$ cat src/rtl/apb_rr_pkg.sv
// rtl/apb_rr_pkg.sv - shared types and bus widths for the APB round-robin master
package apb_rr_pkg;

  localparam int APB_AW = 32;
  localparam int APB_DW = 32;

  typedef enum logic [1:0] {
    IDLE   = 2'd0,
    SETUP  = 2'd1,
    ACCESS = 2'd2
  } apb_state_t;

endpackage

$ cat src/rtl/apb_rr_arbiter.sv
// rtl/apb_rr_arbiter.sv - combinational round-robin picker, search starts just after the pointer
module apb_rr_arbiter
  import apb_rr_pkg::*;
#(
  parameter int NUM_REQ = 4,
  parameter int IW      = $clog2(NUM_REQ)
) (
  input  logic [NUM_REQ-1:0] req_i,
  input  logic [IW-1:0]      ptr_i,
  output logic [NUM_REQ-1:0] gnt_o,
  output logic [IW-1:0]      idx_o,
  output logic               any_o
);

  // Walk ptr+1 .. ptr+NUM_REQ (mod NUM_REQ); the last winner is visited last,
  // which gives it the lowest priority on the next decision.
  always_comb begin
    int k;
    k     = 0;
    idx_o = '0;
    any_o = 1'b0;
    for (int i = 1; i <= NUM_REQ; i++) begin
      k = (int'(ptr_i) + i) % NUM_REQ;
      if (!any_o && req_i[IW'(k)]) begin
        any_o = 1'b1;
        idx_o = IW'(k);
      end
    end
    gnt_o = any_o ? (NUM_REQ'(1) << idx_o) : '0;
  end

endmodule

$ cat src/rtl/apb_rr_master.sv
// rtl/apb_rr_master.sv - APB3 master shared by NUM_REQ requesters; APB_TIMEOUT_EN adds an ACCESS timeout
module apb_rr_master
  import apb_rr_pkg::*;
#(
  parameter int NUM_REQ        = 4,
  parameter int TIMEOUT_CYCLES = 16
) (
  input  logic                      pclk,
  input  logic                      preset,
  input  logic [NUM_REQ-1:0]        req_valid_i,
  output logic [NUM_REQ-1:0]        req_ready_o,
  input  logic [NUM_REQ-1:0]        req_write_i,
  input  logic [NUM_REQ*APB_AW-1:0] req_addr_i,
  input  logic [NUM_REQ*APB_DW-1:0] req_wdata_i,
  output logic [NUM_REQ-1:0]        rsp_valid_o,
  output logic [APB_DW-1:0]         rsp_rdata_o,
  output logic                      rsp_err_o,
  output logic                      psel_o,
  output logic                      penable_o,
  output logic                      pwrite_o,
  output logic [APB_AW-1:0]         paddr_o,
  output logic [APB_DW-1:0]         pwdata_o,
  input  logic [APB_DW-1:0]         prdata_i,
  input  logic                      pready_i
);

  localparam int IW = $clog2(NUM_REQ);

  if (NUM_REQ < 2 || NUM_REQ > 8 || TIMEOUT_CYCLES < 2) begin : g_param_check
    $error("apb_rr_master: NUM_REQ must be 2..8 and TIMEOUT_CYCLES >= 2");
  end

  apb_state_t          state_q, state_d;
  logic [IW-1:0]       rr_ptr_q, rr_ptr_d;
  logic [IW-1:0]       gnt_idx_q, gnt_idx_d;
  logic                psel_q, psel_d;
  logic                penable_q, penable_d;
  logic                pwrite_q, pwrite_d;
  logic [APB_AW-1:0]   paddr_q, paddr_d;
  logic [APB_DW-1:0]   pwdata_q, pwdata_d;
  logic [NUM_REQ-1:0]  rsp_valid_q, rsp_valid_d;
  logic [APB_DW-1:0]   rsp_rdata_q, rsp_rdata_d;

  logic [NUM_REQ-1:0]  arb_gnt;
  logic [IW-1:0]       arb_idx;
  logic                arb_any;

`ifdef APB_TIMEOUT_EN
  localparam logic [7:0] TIMEOUT_LAST = 8'(TIMEOUT_CYCLES - 1);
  logic [7:0]          wait_cnt_q, wait_cnt_d;
  logic                rsp_err_q, rsp_err_d;
`endif

  apb_rr_arbiter #(
    .NUM_REQ (NUM_REQ),
    .IW      (IW)
  ) u_arbiter (
    .req_i (req_valid_i),
    .ptr_i (rr_ptr_q),
    .gnt_o (arb_gnt),
    .idx_o (arb_idx),
    .any_o (arb_any)
  );

  // Acceptance is only offered while idle; the capture happens on the same edge.
  assign req_ready_o = (state_q == IDLE && !preset) ? arb_gnt : '0;

  // Next-state, bus drive and response computation. The bus outputs are
  // registered, so SETUP values are loaded on the accepting edge.
  always_comb begin
    state_d     = state_q;
    rr_ptr_d    = rr_ptr_q;
    gnt_idx_d   = gnt_idx_q;
    psel_d      = psel_q;
    penable_d   = penable_q;
    pwrite_d    = pwrite_q;
    paddr_d     = paddr_q;
    pwdata_d    = pwdata_q;
    rsp_valid_d = '0;
    rsp_rdata_d = rsp_rdata_q;
`ifdef APB_TIMEOUT_EN
    wait_cnt_d  = wait_cnt_q;
    rsp_err_d   = rsp_err_q;
`endif
    case (state_q)
      IDLE: begin
        if (arb_any) begin
          state_d   = SETUP;
          rr_ptr_d  = arb_idx;
          gnt_idx_d = arb_idx;
          psel_d    = 1'b1;
          penable_d = 1'b0;
          pwrite_d  = req_write_i[arb_idx];
          paddr_d   = req_addr_i[int'(arb_idx)*APB_AW +: APB_AW];
          pwdata_d  = req_wdata_i[int'(arb_idx)*APB_DW +: APB_DW];
        end
      end
      SETUP: begin
        state_d   = ACCESS;
        penable_d = 1'b1;
`ifdef APB_TIMEOUT_EN
        wait_cnt_d = '0;
`endif
      end
      ACCESS: begin
        if (pready_i) begin
          state_d     = IDLE;
          psel_d      = 1'b0;
          penable_d   = 1'b0;
          rsp_valid_d = NUM_REQ'(1) << gnt_idx_q;
          rsp_rdata_d = pwrite_q ? '0 : prdata_i;
`ifdef APB_TIMEOUT_EN
          rsp_err_d   = 1'b0;
        end else if (wait_cnt_q == TIMEOUT_LAST) begin
          state_d     = IDLE;
          psel_d      = 1'b0;
          penable_d   = 1'b0;
          rsp_valid_d = NUM_REQ'(1) << gnt_idx_q;
          rsp_rdata_d = '0;
          rsp_err_d   = 1'b1;
        end else begin
          wait_cnt_d  = wait_cnt_q + 8'd1;
`endif
        end
      end
      default: begin
        state_d   = IDLE;
        psel_d    = 1'b0;
        penable_d = 1'b0;
      end
    endcase
  end

  // State and output registers; reset aborts any transfer without a response.
  always_ff @(posedge pclk) begin
    if (preset) begin
      state_q     <= IDLE;
      rr_ptr_q    <= IW'(NUM_REQ - 1);
      gnt_idx_q   <= '0;
      psel_q      <= 1'b0;
      penable_q   <= 1'b0;
      pwrite_q    <= 1'b0;
      paddr_q     <= '0;
      pwdata_q    <= '0;
      rsp_valid_q <= '0;
      rsp_rdata_q <= '0;
`ifdef APB_TIMEOUT_EN
      wait_cnt_q  <= '0;
      rsp_err_q   <= 1'b0;
`endif
    end else begin
      state_q     <= state_d;
      rr_ptr_q    <= rr_ptr_d;
      gnt_idx_q   <= gnt_idx_d;
      psel_q      <= psel_d;
      penable_q   <= penable_d;
      pwrite_q    <= pwrite_d;
      paddr_q     <= paddr_d;
      pwdata_q    <= pwdata_d;
      rsp_valid_q <= rsp_valid_d;
      rsp_rdata_q <= rsp_rdata_d;
`ifdef APB_TIMEOUT_EN
      wait_cnt_q  <= wait_cnt_d;
      rsp_err_q   <= rsp_err_d;
`endif
    end
  end

  assign psel_o      = psel_q;
  assign penable_o   = penable_q;
  assign pwrite_o    = pwrite_q;
  assign paddr_o     = paddr_q;
  assign pwdata_o    = pwdata_q;
  assign rsp_valid_o = rsp_valid_q;
  assign rsp_rdata_o = rsp_rdata_q;
`ifdef APB_TIMEOUT_EN
  assign rsp_err_o   = rsp_err_q;
`else
  assign rsp_err_o   = 1'b0;
`endif

endmodule

$ cat config.mk
export PLATFORM = sky130hd
export DESIGN_NAME = apb_rr_master
export DESIGN_NICKNAME = d
export VERILOG_FILES = /design/src/rtl/apb_rr_pkg.sv /design/src/rtl/apb_rr_arbiter.sv /design/src/rtl/apb_rr_master.sv
export SDC_FILE = /design/constraint.sdc
export NUM_CORES = 1
export LEC_CHECK = 0
export BUFFER_PORTS_ARGS = -buffer_cell sky130_fd_sc_hd__buf_2
export CORE_AREA = 3 3 155 157
export CTS_CLUSTER_SIZE = 16
export DETAILED_ROUTE_END_ITERATION = 12
export DIE_AREA = 0 0 158 160
export SKIP_CTS_REPAIR_TIMING = 1
export SLEW_MARGIN = 10
export SYNTH_ARGS = -nofsm -noshare
export SYNTH_HDL_FRONTEND = slang
export SYNTH_HIERARCHICAL = 1
export SYNTH_SLANG_ARGS = --single-unit
export TNS_END_PERCENT = 50
$ cat constraint.sdc
create_clock -name pclk -period 2.92 [get_ports pclk]
set_input_delay 0.292 -clock pclk [delete_from_list [all_inputs] [get_ports pclk]]
set_output_delay 0.292 -clock pclk [all_outputs]
set_load 0.03 [all_outputs]
==> flow_summary.json <==
{
  "synth_flop_cell": "dfxtp_1",
  "power_density_mw_per_mm2": 593,
  "dieArea_sq_mm": 0.0253,
  "syn_to_final_growth_pct": 50.0,
  "p_seq_share_pct": 38.7,
  "p_int_w": 0.00298,
  "clk_latency_ns": 0.35,
  "yosys_warnings": 6,
  "fin_util_pct": 34.0,
  "path_clk_slew_ns": 0.08,
  "multi_input_area_sq_mm": 0.00276,
  "path_max_fanout": 42,
  "detail-route-antenna-nets": 0,
  "root_buffer": "clkbuf_16",
  "crit_required_ns": 3.16,
  "arrival_ns": 2.72,
  "fmax_ghz": 0.404,
  "grt.total_usage_pct": 15.1,
  "place_area_sq_mm": 0.00741,
  "p_sw_share_pct": 34.7,
  "row_count": 55,
  "setup_viol": 0,
  "final_nets": 1059,
  "p_total_w": 0.00456,
  "p_leak_nw": 3.72,
  "wl_per_cell_um": 19.3,
  "vdd_drop_max_uv": 212,
  "tightest_slew_ns": 0.827,
  "synth-edff-count": 0,
  "syn_nets": 674,
  "grt_pass1_vias": 5134,
  "gp_congestion": 0.858,
  "grt_overflow": 0,
  "endpoint_kind": "flip-flop",
  "synth_cells": 375,
  "dieWidth_um": 158,
  "grt_max_degree": 67,
  "antenna_found_initial": 4,
  "status": "completed",
  "final_cell_mix": "buf_2 (405), dfxtp_1 (108), a22o_1 (98), mux4_2 (65)",
  "min_path_type": "in2reg",
  "syn_avg_cell_area_sq_um": 13.7,
  "initialDrtViolationCount": 289,
  "cts_tree": "done",
  "io_buffers": 405,
  "path_class": "reg2reg",
  "rsz0062_at_grt": "no",
  "synth-async-reset-ratio_pct": 0,
  "via_count": 5008,
  "slew_headroom_pct": 44.9,
  "comb_power_share_pct": 35.0,
  "min_period_over_period_pct": 84.7,
  "drv_cap": 0,
  "grt_pass1_wl_um": 29400,
  "layout-drive-gt1-share_pct": 66.2,
  "design_area_sq_mm": 0.00769,
  "fillers": 2301,
  "vias_per_cell": 4.77,
  "h-tree-depth": 3,
  "die_h_um": 160,
  "routed_wl_um": 20200,
  "ys_seq_area_share_pct": 42.2,
  "synthDistinctLibCells": 35,
  "ios": 407,
  "drcViolationCount": 0,
  "slew_viol_final": 0,
  "netSwitchingPower_w": 0.00158,
  "post-dp-hpwl_um": 15700,
  "mostFrequentLayoutCell": "buf_2",
  "fin_hold_ws_ns": 0.146,
  "syn_area_sq_mm": 0.00512,
  "hold_viol": 0,
  "seq_area_sq_mm": 0.00216,
  "clock-sinks": 108,
  "core-area_sq_mm": 0.0226,
  "cts.path.max_buffers": 2,
  "firstDrtPassIters": 4,
  "start_util_pct": 22.6,
  "synth_seq_cells": 108,
  "start_kind": "flip-flop",
  "finalClockSkew_ns": 0.00950,
  "pwr-share-clk_pct": 26.3,
  "numCtsBuffers": 9,
  "fin_setup_tns_ns": 0,
  "post-route-min-period_ns": 2.47
}
[cell type report]
cell class | instances | share of cell area, %
Sequential cell | 108 | 28.1
Multi-Input combinational cell | 223 | 35.8
Inverter | 6 | 0.293
Antenna cell | 1 | 0.0325
Timing Repair Buffer | 412 | 27.5
Tap cell | 285 | 4.64
Clock inverter | 6 | 0.618
Clock buffer | 9 | 2.93
[path summary, 6_finish.rpt]
path | startpoint | endpoint | slack, ns | cells after the start
min reg2reg | rsp_rdata_o[27] | rsp_rdata_o[27] | 0.47 | 1
min | prdata_i[10] | rsp_rdata_o[10] | 0.15 | 2
max | rr_ptr_q[0] | paddr_o[10] | 0.45 | 6
max reg2reg | rr_ptr_q[0] | paddr_o[10] | 0.45 | 6
[worst max-delay path, stage by stage (launching register included)]
cell and delay [ns]:
dfxtp_1 0.42, nand2b_4 0.20, a22o_1 0.21, a221oi_4 0.30, buf_4 0.55, mux4_2 0.40
a22o_1 0.23
[power by group through the flow]
stage / registers, W / clock network [W] / logic (W)
2_1_floorplan: 0.00209 / 0 / 0.000783
3_3_place_gp: 0.00179 / 0 / 0.00160
3_5_place_dp: 0.00179 / 0 / 0.00162
4_1_cts: 0.00176 / 0.00127 / 0.00162
5_1_grt: 0.00179 / 0.00132 / 0.00171
6_report: 0.00176 / 0.00120 / 0.00160
[cell families (layout without fill, tap and decap cells)]
group	Yosys count	after routing	synth area share, %
AOI/OAI and AO/OA	117	117	19.3
buffers and inverters	44	433	4.93
DFF	108	108	42.2
muxes	65	65	28.6
other	1	2	0.0732
and+or+nand+nor	40	40	4.91
[stage by stage]
stage,instances,setup slack [ns]
finish,1050,0.446
global route,1049,0.354
CTS,1049,0.449
detailed placement,1034,0.473
global placement,1034,0.507
floorplan,375,0.758
[registers in the layout (all words and copies together), names as in the netlist]
register     cells
gnt_idx_q        2
paddr_o         32
psel_o           1
pwdata_o        32
pwrite_o         1
rr_ptr_q         2
rsp_rdata_o     32
rsp_valid_o      4
state_q          2
[Yosys cell counts (3+ instances only)]
cell type / instances / area share (%)
nor2_1: 7 / 0.51
dfxtp_1: 108 / 42
nand2b_1: 4 / 0.49
buf_4: 4 / 0.59
clkbuf_1: 6 / 0.44
buf_2: 22 / 2.1
inv_1: 6 / 0.44
buf_6: 6 / 1.3
a22o_1: 98 / 17
and2_1: 4 / 0.49
mux4_2: 65 / 29
nor3_1: 4 / 0.39
a21oi_1: 9 / 0.88
nor2b_1: 3 / 0.37
nand2_1: 9 / 0.66
[routing by layer]
layer  global-route usage (%)  share of wire, %
met1                     18.2                40
met2                     26.2                50
met3                     4.44               8.2
met4                     4.15               1.6
met5                        0              0.11
(Power assumes the default switching activity.)
